`src/rtl/fifo_rd_sequencer_if.sv`:
```
// Signal bundle between the FIFO read-side sequencer, the FIFO read port and the downstream consumer.
interface fifo_rd_sequencer_if #(
    parameter int WIDTHR = 4,
    parameter int PACK   = 2,
    parameter int CNTW   = 16
);
    logic                     Enable;
    logic                     Flush;
    logic [WIDTHR-1:0]        FifoQ;
    logic                     FifoEmpty;
    logic                     FifoRdEn;
    logic                     FifoRPReset;
    logic [WIDTHR*PACK-1:0]   OutData;
    logic                     OutValid;
    logic                     OutReady;
    logic                     Busy;
    logic [CNTW-1:0]          BeatCount;

    modport slave (
        input  Enable, Flush, FifoQ, FifoEmpty, OutReady,
        output FifoRdEn, FifoRPReset, OutData, OutValid, Busy, BeatCount
    );

    modport master (
        output Enable, Flush, FifoQ, FifoEmpty, OutReady,
        input  FifoRdEn, FifoRPReset, OutData, OutValid, Busy, BeatCount
    );
endinterface

```
`src/rtl/fifo_rd_sequencer.sv`:
```
// Read-clock-domain controller: drains the FIFO, packs PACK words per output beat and
// owns the read-pointer reset used to flush stale data.
module fifo_rd_sequencer #(
    parameter int WIDTHR = 4,
    parameter int PACK   = 2,
    parameter int CNTW   = 16
) (
    input  logic               Clock,
    input  logic               nReset,
    fifo_rd_sequencer_if.slave bus
);
    localparam int CW = $clog2(PACK + 1);
    localparam int AW = CW + 1;

    typedef enum logic [1:0] {IDLE, RUN, DRAIN, FLUSH} state_t;

    state_t                       state_q, state_d;
    logic [CW-1:0]                asm_cnt_q, asm_cnt_d;
    logic                         inflight_q, inflight_d;
    logic                         fl_cnt_q, fl_cnt_d;
    logic                         rpreset_q, rpreset_d;
    logic [PACK-1:0][WIDTHR-1:0]  asm_data_q, asm_data_d;
    logic [WIDTHR*PACK-1:0]       out_data_q, out_data_d;
    logic                         out_valid_q, out_valid_d;
    logic [CNTW-1:0]              beat_cnt_q, beat_cnt_d;

    logic                         discard;
    logic                         land;
    logic                         out_free;
    logic                         beat_done;
    logic                         rd_en;
    logic [AW-1:0]                asm_fill;
    logic [AW-1:0]                occupancy;

    always_comb begin
        discard   = bus.Flush || (state_q == FLUSH);
        land      = inflight_q && !discard;
        out_free  = !out_valid_q || bus.OutReady;
        asm_fill  = {1'b0, asm_cnt_q} + AW'(land);
        beat_done = !discard && out_free && (asm_fill == AW'(PACK));
        // A beat leaving the assembly this cycle frees every slot, which keeps reads back-to-back.
        occupancy = beat_done ? '0 : ({1'b0, asm_cnt_q} + AW'(inflight_q));
        rd_en     = (state_q == RUN) && !bus.FifoEmpty && !bus.Flush &&
                    (occupancy < AW'(PACK));
    end

    always_comb begin
        asm_data_d = asm_data_q;
        for (int i = 0; i < PACK; i++) begin
            if (land && (asm_cnt_q == CW'(i))) asm_data_d[i] = bus.FifoQ;
        end

        if (discard || beat_done) asm_cnt_d = '0;
        else                      asm_cnt_d = asm_fill[CW-1:0];

        inflight_d  = rd_en;
        out_valid_d = out_valid_q;
        out_data_d  = out_data_q;
        if (out_valid_q && bus.OutReady) out_valid_d = 1'b0;
        if (beat_done) begin
            out_valid_d = 1'b1;
            out_data_d  = asm_data_d;
        end

        beat_cnt_d = beat_cnt_q;
        if (out_valid_q && bus.OutReady && (beat_cnt_q != '1)) beat_cnt_d = beat_cnt_q + 1'b1;
    end

    always_comb begin
        state_d   = state_q;
        fl_cnt_d  = fl_cnt_q;
        rpreset_d = rpreset_q;
        if (bus.Flush) begin
            // Restarts the pointer-reset pulse even when already flushing.
            state_d   = FLUSH;
            fl_cnt_d  = 1'b1;
            rpreset_d = 1'b1;
        end else begin
            unique case (state_q)
                IDLE:  if (bus.Enable) state_d = RUN;
                RUN:   if (!bus.Enable) state_d = DRAIN;
                DRAIN: if (!inflight_q) state_d = IDLE;
                FLUSH: begin
                    if (fl_cnt_q) begin
                        fl_cnt_d = 1'b0;
                    end else begin
                        rpreset_d = 1'b0;
                        state_d   = bus.Enable ? RUN : IDLE;
                    end
                end
                default: state_d = IDLE;
            endcase
        end
    end

    always_ff @(posedge Clock or negedge nReset) begin
        if (!nReset) begin
            state_q     <= IDLE;
            asm_cnt_q   <= '0;
            inflight_q  <= 1'b0;
            fl_cnt_q    <= 1'b0;
            rpreset_q   <= 1'b0;
            out_data_q  <= '0;
            out_valid_q <= 1'b0;
            beat_cnt_q  <= '0;
        end else begin
            state_q     <= state_d;
            asm_cnt_q   <= asm_cnt_d;
            inflight_q  <= inflight_d;
            fl_cnt_q    <= fl_cnt_d;
            rpreset_q   <= rpreset_d;
            out_data_q  <= out_data_d;
            out_valid_q <= out_valid_d;
            beat_cnt_q  <= beat_cnt_d;
        end
    end

    // Assembly slots are qualified by asm_cnt_q, so they need no reset.
    always_ff @(posedge Clock) begin
        asm_data_q <= asm_data_d;
    end

    assign bus.FifoRdEn    = rd_en;
    assign bus.FifoRPReset = rpreset_q;
    assign bus.OutData     = out_data_q;
    assign bus.OutValid    = out_valid_q;
    assign bus.Busy        = (state_q != IDLE) || inflight_q;
    assign bus.BeatCount   = beat_cnt_q;
endmodule
```
`src/flat_wrapper.sv`:
```
// flat-port wrapper written by rule: the top's interface ports become plain ports
module fifo_rd_sequencer_flat 
#(
    parameter int WIDTHR = 4,
    parameter int PACK   = 2,
    parameter int CNTW   = 16
)
  (Clock, nReset, bus_Enable, bus_Flush, bus_FifoQ, bus_FifoEmpty, bus_OutReady, bus_FifoRdEn, bus_FifoRPReset, bus_OutData, bus_OutValid, bus_Busy, bus_BeatCount);
  fifo_rd_sequencer_if #(.WIDTHR(WIDTHR), .PACK(PACK), .CNTW(CNTW)) bus_i ();
  input  logic Clock;
  input  logic nReset;
  input wire logic [$bits(bus_i.Enable)-1:0] bus_Enable;
  input wire logic [$bits(bus_i.Flush)-1:0] bus_Flush;
  input wire logic [$bits(bus_i.FifoQ)-1:0] bus_FifoQ;
  input wire logic [$bits(bus_i.FifoEmpty)-1:0] bus_FifoEmpty;
  input wire logic [$bits(bus_i.OutReady)-1:0] bus_OutReady;
  output wire logic [$bits(bus_i.FifoRdEn)-1:0] bus_FifoRdEn;
  output wire logic [$bits(bus_i.FifoRPReset)-1:0] bus_FifoRPReset;
  output wire logic [$bits(bus_i.OutData)-1:0] bus_OutData;
  output wire logic [$bits(bus_i.OutValid)-1:0] bus_OutValid;
  output wire logic [$bits(bus_i.Busy)-1:0] bus_Busy;
  output wire logic [$bits(bus_i.BeatCount)-1:0] bus_BeatCount;
  assign bus_i.Enable = bus_Enable;
  assign bus_i.Flush = bus_Flush;
  assign bus_i.FifoQ = bus_FifoQ;
  assign bus_i.FifoEmpty = bus_FifoEmpty;
  assign bus_i.OutReady = bus_OutReady;
  assign bus_FifoRdEn = bus_i.FifoRdEn;
  assign bus_FifoRPReset = bus_i.FifoRPReset;
  assign bus_OutData = bus_i.OutData;
  assign bus_OutValid = bus_i.OutValid;
  assign bus_Busy = bus_i.Busy;
  assign bus_BeatCount = bus_i.BeatCount;
  fifo_rd_sequencer #(.WIDTHR(WIDTHR), .PACK(PACK), .CNTW(CNTW)) u_core (.Clock(Clock), .nReset(nReset), .bus(bus_i));
endmodule
```
`config.mk`:
```
export PLATFORM = sky130hd
export DESIGN_NAME = fifo_rd_sequencer_flat
export DESIGN_NICKNAME = d
export VERILOG_FILES = /design/src/rtl/fifo_rd_sequencer_if.sv /design/src/rtl/fifo_rd_sequencer.sv /design/src/flat_wrapper.sv
export SDC_FILE = /design/constraint.sdc
export NUM_CORES = 1
export LEC_CHECK = 0
export ABC_CLOCK_PERIOD_IN_PS = 2600
export BUFFER_PORTS_ARGS = -buffer_cell sky130_fd_sc_hd__buf_2
export CAP_MARGIN = 20
export CORE_UTILIZATION = 46
export CTS_BUF_LIST = sky130_fd_sc_hd__clkbuf_8
export CTS_CLUSTER_DIAMETER = 50
export DETAILED_ROUTE_END_ITERATION = 10
export GPL_ROUTABILITY_DRIVEN = 0
export PLACE_DENSITY = 0.69
export SYNTH_ARGS = -nofsm -noshare
export SYNTH_HDL_FRONTEND = slang
export SYNTH_SLANG_ARGS = --single-unit
export TNS_END_PERCENT = 20
```
`constraint.sdc`:
```
create_clock -name Clock -period 2.6 [get_ports Clock]
set_clock_uncertainty 0.1 [all_clocks]
set_input_delay 0.26 -clock Clock [delete_from_list [all_inputs] [get_ports Clock]]
set_output_delay 0.26 -clock Clock [all_outputs]
set_load 0.01 [all_outputs]
```
# Yosys cells after proc, flatten, opt, wreduce, memory -nomap -nowiden

Cells that the tools add are included.

Register bits after elaboration: 40
Output and inout bits: 28
Input bits: 10

Magnitude comparators: 1
Multiplexer cells: 18
Equality and inequality tests: 11
Reduce and logical (&&, ||, !) cells: 25
Add/sub/neg operators: 3

Operators with widths:

| operator                                                             | number |
|---|---|
| 16-bit by 1-bit adder with 16-bit output, second input constant      | 1 |
| 16-bit != test, second input constant                                | 1 |
| 2-bit two-way mux                                                    | 6 |
| 3-bit != test, second input constant                                 | 4 |
| 1-bit logical AND                                                    | 10 |
| 1-bit two-way mux                                                    | 8 |
| 4-bit two-way mux                                                    | 2 |
| 2-bit case mux with 4 select lines                                   | 1 |
| 2-bit by 1-bit adder with 3-bit output                               | 2 |
| 2-bit nonzero test                                                   | 3 |
| 2-bit by 1-bit == test with 1-bit output, second input constant      | 2 |
| 2-bit == test, second input constant                                 | 2 |
| 1-bit logical NOT                                                    | 4 |
| 2-bit logical NOT                                                    | 2 |
| 1-bit logical OR                                                     | 4 |
| 4-bit AND reduction                                                  | 1 |
| 3-bit by 2-bit == test with 1-bit output, second input constant      | 1 |
| 3-bit by 2-bit < comparator with 1-bit output, second input constant | 1 |
| 3-bit two-way mux                                                    | 1 |
| 2-bit != test, second input constant                                 | 1 |
| 2-bit AND reduction                                                  | 1 |

# Logic depth before layout (Yosys ltp)

Gate-level depths: netlist of run 1.

Depth after elaboration: 10
Mapped depth: 7
Depth with buffers taken out: 6

# Worst setup path before layout of run 1

Ideal clock, no wire load.

Path kind: register -> register
Start point: register u_core.inflight_q
End point: register u_core.out_data_q[0], in the netlist u_core.bus.OutData[0]
Cell stages (with the launch flop): 8
Data arrival time: 1.768 ns
Required time: 2.375 ns
Library setup time: 0.125 ns
Slack: 0.607 ns
Cell sequence: dfrtp_1 > and2_1 > and2_1 > ha_1 > nor3b_1 > and3_1 > buf_2 > mux2_2

Word-level cells in the longest chain between the ends: 4
Elaborated cells between the ends (all ways): 6
Those cells by class: add/sub (1); eq/ne (1); mux (1); reduce/logical (3)

Ends and longest elaborated chain:

| item                                     | line                     | source |
|---|---|---|
| from (decl)                              | fifo_rd_sequencer.sv:19  | `logic inflight_q, inflight_d;` |
| from (signal assigned)                   | fifo_rd_sequencer.sv:109 | `inflight_q <= inflight_d;` |
| 1-bit logical AND (*)                    | fifo_rd_sequencer.sv:37  | `land = inflight_q && !discard;` |
| 2-bit by 1-bit adder with 3-bit output   | fifo_rd_sequencer.sv:39  | `asm_fill = {1'b0, asm_cnt_q} + AW'(land);` |
| 3-bit by 2-bit == test with 1-bit output | fifo_rd_sequencer.sv:40  | `beat_done = !discard && out_free && (asm_fill == AW'(PACK));` |
| 1-bit logical AND                        | fifo_rd_sequencer.sv:40  |  |
| to (signal assigned)                     | fifo_rd_sequencer.sv:112 | `out_data_q <= out_data_d;` |
| to (decl)                                | fifo_rd_sequencer.sv:23  | `logic [WIDTHR*PACK-1:0] out_data_q, out_data_d;` |

Every way passes the cells marked *; elsewhere a longest branch is shown, timed or not.
A chain may end at the register's enable or synchronous reset.

# Worst setup path in the final report of run 1

Start point: register u_core.state_q[0]
End point: output bus_FifoRdEn

Word-level cells in the longest chain between the ends: 10
Elaborated cells between the ends (all ways): 14
Those cells by class: add/sub (1); order compare (1); eq/ne (3); mux (1); reduce/logical (8)

Ends and longest elaborated chain:

| item                                          | line                                             | source |
|---|---|---|
| from (decl)                                   | fifo_rd_sequencer.sv:17                          | `state_t state_q, state_d;` |
| from (signal assigned)                        | fifo_rd_sequencer.sv:107                         | `state_q <= state_d;` |
| 2-bit == test                                 | fifo_rd_sequencer.sv:36                          | `discard = bus.Flush \|\| (state_q == FLUSH);` |
| 1-bit logical OR                              | fifo_rd_sequencer.sv:36                          |  |
| 1-bit logical NOT                             | fifo_rd_sequencer.sv:37, fifo_rd_sequencer.sv:40 |  |
| 1-bit logical AND                             | fifo_rd_sequencer.sv:37                          |  |
| 2-bit by 1-bit adder with 3-bit output        | fifo_rd_sequencer.sv:39                          |  |
| 3-bit by 2-bit == test with 1-bit output      | fifo_rd_sequencer.sv:40                          |  |
| 1-bit logical AND                             | fifo_rd_sequencer.sv:40                          |  |
| 3-bit two-way mux                             | fifo_rd_sequencer.sv:42                          | `occupancy = beat_done ? '0 : ({1'b0, asm_cnt_q} + AW'(inflight_q));` |
| 3-bit by 2-bit < comparator with 1-bit output | fifo_rd_sequencer.sv:44                          | `(occupancy < AW'(PACK));` |
| 1-bit logical AND (*)                         | fifo_rd_sequencer.sv:43                          | `rd_en = (state_q == RUN) && !bus.FifoEmpty && !bus.Flush &&` |
| to (decl)                                     | flat_wrapper.sv:17                               | `output wire logic [$bits(bus_i.FifoRdEn)-1:0] bus_FifoRdEn;` |

Marked as above.

==> metrics.md, run 1 <==
| Metric | Value |
|---|---|
| Outcome | `finished, final reports clean` |
| Area grow syn2layout | `20.2%` |
| Syn_nets | `roughly 160` |
| DR WL/cell | `roughly 14 µm` |
| Setup TNS | `0 ns` |
| Initial antenna violation count | `0` |
| Total clock sinks | `40` |
| Synth top area share | `0.462` |
| DRC violations left | `0` |
| R2R setup slack | `~0.38 ns` |
| Die height | `63.4 µm` |
| Synth Cell Area | `0.00173 mm²` |
| Top post-synthesis cells by area | `dfrtp_1 46%, mux2_2 11%, dfxtp_1 9.2%` |
| Global-route wire length before repair | `5600 µm` |
| Power Density | `541 mW/mm²` |
| Die area | `approximately 0.004 mm²` |
| Starting Density | `0.499` |
| Pleak | `about 1.1 nW` |
| Root Buffer | `clkbuf_8` |
| Layout cell share with drive strength beyond 1 | `0.368` |
| Reg2reg end | `u_core.bus.OutData[2]$_DFFE_PN0P_` |
| Antenna-violating nets left | `0` |
| CP cell instances | `a21oi_1 > and2_1 > ha_1 > nor3b_1 > and3_4 > o21a_1 > buf_2` |
| Total Power | `roughly 1.1 mW` |
| Die Wd | `between 60 and 70 µm` |
| Crit-path max FO | `6` |
| Hold WC Path Type | `in -> reg` |
| Worst setup path category | `reg -> out` |
| Max capacitance violation total | `0` |
| Dpl hpwl | `between 2000 and 2500 µm` |
| # port buffers | `37` |
| CTS tree | `yes` |
| Pins Over Slew Limit | `0` |
| Fin. Hold Viols | `0` |
| Rows | `21` |
| Slew @ Worst Pin | `0.711 ns` |
| Worst setup EP type | `output port` |
| Post-synth top area cell | `dfrtp_1` |
| Final Worst Setup Slack | `between 0.15 and 0.2 ns` |
| Total Wirelength | `roughly 3200 µm` |
| H-tree depth | `2` |
| # setup viols final | `0` |
| Largest net degree at the start of global routing | `33` |
| Crit-path slowest cell | `dfrtp_1` |
| CTS buffer count | `5` |
| Peak supply drop | `a little under 0.4 mV` |
| CP arrival | `between 2 and 2.5 ns` |
| Worst path required time | `~2.2 ns` |
| GRT Total Usage | `0.185` |
| Distinct cells, synth | `34` |
| Vias in the first global route | `1223` |
| DP Cell Count | `approximately 230` |
| Worst Hold End | `u_core.asm_data_q[7]$_DFF_P_` |
| Slowest cell delay on critical path | `between 0.4 and 0.5 ns` |
| Max_slew headroom | `0.526` |
| Reg2reg path depth | `7` |
| FFs w/ async S/R, synth | `0.800` |
| Synthesis warning total | `0` |
| Post-route insts no fill | `~240` |
| Vias per inst | `5.32` |
| FF+latch count, synth | `40` |
| Vias post-DR | `roughly 1.3k` |
| CORE AREA | `approximately 0.0035 mm²` |
| Global route overflow | `0` |
| Final Critical Period | `roughly 2.4 ns` |
| Max Fclk | `a little over 400 MHz` |
| Hold Crit Start | `bus_FifoQ[3]` |
| CTS clk-pin slew, worst paths | `roughly 0.07 ns` |
| Post-synthesis sequential area ratio | `0.555` |
| Number of synthesized flops with an enable pin | `0` |
| Final period util | `0.938` |
| Buffer depth of the longest clock path | `2` |
| RSZ-0062 raised after global routing | `false` |
| Syn avg cell area | `12.0 µm²` |
| Worst Setup Start Kind | `flip-flop` |
| Top Ports | `38` |
| Synth Flop Type | `dfrtp_1` |
| Pre-CTS WS | `between 0.2 and 0.3 ns` |
| Mapped Cells | `~140` |
| Launch point of the worst reg-to-reg path | `u_core.state_q[0]$_DFFE_PN0P_` |
| First drt pass iteration count | `4` |
| Hold depth | `2` |
| Hold Slack | `roughly 0.12 ns` |
| Initial detailed-routing violation count | `48` |
| Nets | `roughly 200` |
| ANT cells | `0` |
| Worst skew pair latency | `just under 0.3 ns` |
## cells by family (layout without fill, tap and decap cells)
kind of cell | Yosys count | after routing | synth area share
AOI/OAI and AO/OA | 8 | 8 | 0.0304
xor gates and xnor gates | 16 | 16 | 0.0809
adders and majority gates | 3 | 3 | 0.0217
buffers and inverters | 4 | 50 | 0.0101
DFF | 40 | 40 | 0.555
muxes | 17 | 17 | 0.111
and+or+nand+nor | 56 | 56 | 0.191
## stage by stage
step	instance area, µm²	util
2_1_floorplan	1730	-
3_3_place_gp	1970	0.567
3_5_place_dp	1970	0.567
4_1_cts	2060	0.594
5_1_grt	2080	0.600
6_report	2080	0.600
## cell usage in the layout (no fill, tap or decap), drive strengths merged
cell type and count:
a21oi 2, nand3 5, dlygate4sd3 1, or3 1, nor3b 3, xor2 11
a21o 1, and4bb 1, mux2 17, dfxtp 8, nor2 5, ha 3
nor4b 1, nand4 7, xnor2 5, nand2 9, buf 40, o21bai 1
dfrtp 32, nand4b 1, o21a 1, and4 1, and3 4, nor2b 3
inv 3, or4 1, clkinv 1, a221o 1, or2 2, nor4 3
nand2b 1, o21ai 2, nor3 6, and2 2, clkbuf 5
## area by class of cell
cell class	instances	area, µm²
Tap cell	46	57.6
Sequential cell	40	962
Clock buffer	5	68.8
Inverter	1	3.75
Multi-Input combinational cell	100	758
Clock inverter	3	12.5
Fill cell	309	1390
Timing Repair Buffer	41	218
## per-layer routing
metal | track usage | wire, µm | vias to the layer above
met3 | 0.0652 | 142 | 6
met2 | 0.277 | 1500 | 31
met5 | 0 | 0 | -
met1 | 0.231 | 1530 | 614
met4 | 0.105 | 68 | 0
li1 | - | - | 605
## critical path, delay by kind of cell, from the launching register on
kind                       cells  cell delay (ns)
AOI/OAI and AO/OA              2             0.29
adders and majority gates      1             0.19
buffers and inverters          1             0.13
DFF                            1             0.42
and+or+nand+nor                3             0.75
## repair_timing
action,in CTS,in global routing
pin swaps,0,1
setup endpoints to repair,1,1
buffers inserted,0,2
gates resized for setup,1,2
hold buffers,1,0
hold endpoints to repair,32,0
## synthesized netlist by cell type, types with 2 or more instances
cell	count
mux2_2	17
a21oi_1	2
nor2_1	5
and2_1	2
nor3_1	6
nor4_1	3
buf_2	2
nand2_1	9
nor2b_1	3
nand3_1	5
o21ai_0	2
nor3b_1	3
xnor2_1	5
ha_1	3
or2_2	2
dfrtp_1	32
dfxtp_1	8
xor2_1	11
and3_1	4
nand4_1	6
## where the power goes
part | switching, mW | internal (mW) | leakage, nW
logic | 0.0386 | 0.0362 | 0.558
registers | 0.0149 | 0.650 | 0.497
clock network | 0.205 | 0.180 | 0.0505
## how the worst max path moves through the flow
| stage | endpoint | cells past startpoint | slack [ns] | start |
|---|---|---|---|---|
| after detailed placement | bus_FifoRdEn | 7 | 0.25 | u_core.state_q[1]$_DFFE_PN0P_ |
| after CTS | bus_FifoRdEn | 7 | 0.06 | u_core.state_q[1]$_DFFE_PN0P_ |
| after global placement | bus_FifoRdEn | 7 | 0.35 | u_core.state_q[1]$_DFFE_PN0P_ |
| final | bus_FifoRdEn | 7 | 0.16 | u_core.state_q[0]$_DFFE_PN0P_ |
| after global routing | bus_FifoRdEn | 7 | 0.03 | u_core.state_q[0]$_DFFE_PN0P_ |
| after floorplan | u_core.bus.OutData[0]$_DFFE_PN0P_ | 7 | 0.61 | u_core.inflight_q$_DFF_PN0_ |
## flip-flops by register name, summed over array words and instances, names as in the netlist
name / count
u_core.bus.BeatCount: 16
u_core.asm_data_q: 8
u_core.bus.OutData: 8
u_core.asm_cnt_q: 2
u_core.state_q: 2
u_core.bus.FifoRPReset: 1
u_core.bus.OutValid: 1
u_core.fl_cnt_q: 1
u_core.inflight_q: 1
No activity file was read; power rests on OpenSTA's default activity.
==> run 2, diff against run 1 <==
Settings changed: ABC_AREA set to 1, PLACE_DENSITY 0.69 to 0.68.
==> run 2 against run 1 <==
  * Flip-flop and latch count stayed put
  * Register-to-register slack gained 0.39 ns
  * Synthesized cell count grew 85%
  * Critical endpoint unchanged
  * Largest cell class is now multi-input combinational cells
  * Largest power group unchanged
==> metrics.md, run 2 <==
| Metric | Value |
|---|---|
| Met1 WL | `1990 µm (+30%)` |
| Power Density | `651 mW/mm² (+20%)` |
| Final period util | `0.863 (-0.0742)` |
| Crit-path slowest cell | `dfrtp_1` |
| Post-synth top area cell | `dfrtp_1` |
| Synth Flop Type | `dfrtp_1` |
| Vias post-DR | `1732 (+38%)` |
| Initial detailed-routing violation count | `78 (+63%)` |
| CTS buffer count | `5 (unchanged)` |
| Simple-gate share of the synthesized area | `0.342 (+0.151)` |
| Number of synthesized flops with an enable pin | `0 (unchanged)` |
| Worst setup path category | `reg -> out` |
| Util after Layout | `0.568 (-0.0315)` |
| Global-route wire length before repair | `7360 µm (+31%)` |
| Die Wd | `69.2 µm (+9.2%)` |
| Worst path required time | `2.24 ns (about the same)` |
| Peak supply drop | `0.301 mV (-22%)` |
| Max FFs per register | `16 (unchanged)` |
| Post-route insts no fill | `362 (+53%)` |
| GRT Total Usage | `0.192 (+0.00735)` |
| CP bufs+invs | `2 (+1)` |
| Met3 wire len | `167 µm (+18%)` |
| Slowest cell delay on critical path | `0.41 ns (about the same)` |
| Worst Setup Start Kind | `flip-flop` |
| Top post-synthesis cells by area | `dfrtp_1 39%, nand2_1 18%, dfxtp_1 7.7%` |
| Buffer depth of the longest clock path | `2 (unchanged)` |
| Outcome | `finished, final reports clean` |
| Vias in the first global route | `1674 (+37%)` |
| Antenna-violating nets left | `0 (unchanged)` |
| ANT cells | `0 (unchanged)` |
| Hold Slack | `0.0980 ns (-0.0237 ns)` |
| Crit-path max FO | `6 (unchanged)` |
| Slew @ Worst Pin | `0.721 ns (+0.0101 ns)` |
| Syn avg cell area | `7.80 µm² (-35%)` |
| Worst setup EP type | `output port` |
| FFs w/ async S/R, synth | `0.800 (unchanged)` |
| Pleak | `1.34 nW (+21%)` |
| Sequential cell area | `961 µm² (-0.13%)` |
| Max_slew headroom | `0.519 (-0.00676)` |
| Total clock sinks | `40 (unchanged)` |
| CTS resizes | `0 (-1)` |
| Mux contribution to synthesized area | `0 (-0.111)` |
| Die height | `69.2 µm (+9.2%)` |
| Max Fclk | `446 MHz (+8.6%)` |
| Setup TNS | `0 ns (unchanged)` |
| CTS clk-pin slew, worst paths | `0.09 ns (+0.02 ns)` |
| Met2 wire len | `1940 µm (+30%)` |
| Most frequent cell after synthesis | `nand2_1` |
| RSZ-0062 raised after global routing | `false` |
| Pins Over Slew Limit | `0 (unchanged)` |
| Mapped Cells | `266 (+85%)` |
| Largest net degree at the start of global routing | `33 (unchanged)` |
| Top sig layer | `met4` |
| DP Cell Count | `353 (+57%)` |
| Starting Density | `0.477 (-0.0226)` |
| Initial antenna violation count | `0 (unchanged)` |
| Root Buffer | `clkbuf_8` |
| Delay-heaviest family, CP | `simple AND/OR/NAND/NOR gates` |
| H-tree depth | `2 (unchanged)` |
| Most common cell after layout, fill and taps aside | `nand2_1` |
| Area grow syn2layout | `19.2%` |
| Synth top area share | `0.386 (-0.0767)` |
| Worst skew pair latency | `0.29 ns (about the same)` |
| FF+latch count, synth | `40 (unchanged)` |
| Complex-gate fraction of the synthesized area | `0.0772 (+0.0468)` |
| Synth Area in XOR/XNOR | `0.0338 (-0.0472)` |
| # setup viols final | `0 (unchanged)` |
| Main combinational cell family by area after synthesis | `simple AND/OR/NAND/NOR gates` |
| FILL cells | `399 (+29%)` |
| Fin. Hold Viols | `0 (unchanged)` |
| Global route overflow | `0 (unchanged)` |
| Most frequent cells in the layout | `99 x nand2_1, 37 x buf_2, 32 x dfrtp_1` |
| Total Wirelength | `4160 µm (+28%)` |
| Die area | `0.00479 mm² (+19%)` |
| DRC violations left | `0 (unchanged)` |
| Hold WC Path Type | `in -> reg` |
| # port buffers | `37 (unchanged)` |
| DR WL/cell | `11.5 µm (-16%)` |
| Synth Cell Area | `0.00208 mm² (+20%)` |
| Footprint of the multi-input gates | `978 µm² (+29%)` |
| Rows | `24 (+14%)` |
| Dpl hpwl | `3090 µm (+39%)` |
| CP arrival | `1.88 ns (-0.20 ns)` |
| Syn_nets | `279 (+78%)` |
| First drt pass iteration count | `4 (unchanged)` |
| CP cell instances | `nand2_2 > nand2_2 > nor2_1 > ha_1 > inv_1 > nor2_1 > nand4_1 > a21oi_2 > buf_2` |
| Post-synthesis sequential area ratio | `0.463 (-0.0920)` |
| Nets | `322 (+59%)` |
| Layout cell share with drive strength beyond 1 | `0.245 (-0.123)` |
| Final Critical Period | `2.24 ns (-0.193 ns)` |
| Max capacitance violation total | `0 (unchanged)` |
| Synth top cells by count | `99 x nand2_1, 32 x dfrtp_1, 28 x inv_1` |
| CORE AREA | `0.00435 mm² (+26%)` |
| CTS tree | `yes` |
| Vias per inst | `4.78 (-10%)` |
| Synthesis warning total | `0 (unchanged)` |
| Adder-Cell Fraction of Synth Area | `0.0181 (-0.00359)` |
| Distinct cells, synth | `28 (-18%)` |
| Top Ports | `38 (unchanged)` |
run 2: cell types whose count changed in the layout (fill, tap and decap cells not counted), sizes merged, moves of 4 or more:
| cell | delta |
|---|---|
| nor2 | +22 |
| mux2 | -17 |
| o21ai | +18 |
| xnor2 | -4 |
| inv | +26 |
| nor3 | -4 |
| nand2 | +102 |
| xor2 | -4 |
| nand3 | +10 |
| and3 | -4 |
run 2: stage by stage:
stage                     worst slack (ns)  area, µm²  total power, mW
final                                0.355       2470             1.61
after global routing                 0.184       2470             1.68
after CTS                            0.363       2470             1.62
after floorplan                      0.725       2080            0.845
after global placement               0.739       2310            0.916
after detailed placement             0.688       2310            0.919
run 2: power by group:
part / switching [mW] / internal [mW] / leakage, nW
clock network: 0.225 / 0.480 / 0.0784
registers: 0.0433 / 0.671 / 0.477
logic: 0.117 / 0.0751 / 0.780
total: 0.386 / 1.23 / 1.34
run 2: layer usage:
layer / GRT usage / vias up
li1: - / 910
met1: 0.249 / 782
met2: 0.318 / 35
met3: 0.0451 / 5
met4: 0.0612 / 0
met5: 0 / -
run 2: layout make-up:
cell class,instances,share of cell area
well taps,52,0.0263
repair buffers,39,0.0819
clock inverters,3,0.0364
inverters,29,0.0440
clock buffers,5,0.0278
flip-flops and latches,40,0.388
multi-input cells,194,0.395
run 2: worst paths after layout:
kind	startpoint	to	slack (ns)	depth (start not counted)
hold reg to reg	u_core.asm_data_q[3]$_DFF_P_	u_core.asm_data_q[3]$_DFF_P_	0.36	2
setup reg to reg	u_core.state_q[1]$_DFFE_PN0P_	u_core.bus.OutData[3]$_DFFE_PN0P_	0.77	10
setup / recovery	u_core.state_q[1]$_DFFE_PN0P_	bus_FifoRdEn	0.36	9
hold / removal	bus_FifoQ[2]	u_core.asm_data_q[2]$_DFF_P_	0.1	3
max in group asynchronous	nReset	u_core.bus.OutData[4]$_DFFE_PN0P_	1.48	2
min in group asynchronous	nReset	u_core.bus.BeatCount[9]$_DFFE_PN0P_	0.45	2
run 2: tightest hold or removal path: cells and delay by family:
| kind | cells | cell delay (ns) |
|---|---|---|
| and+or+nand+nor | 2 | 0.11 |
| buffers and inverters | 1 | 0.09 |
run 2: kinds of logic after synthesis:
family | Yosys count
adder cells (fa/ha/maj) | 3
AO/OA/AOI/OAI | 23
buffers and inverters | 32
AND/OR/NAND/NOR | 160
XOR/XNOR | 8
flip-flops | 40
run 2: timing repair:
item                      4_1_cts  5_1_grt
hold endpoints to repair       32        0
setup buffers                   0        0
hold buffers                    1        0
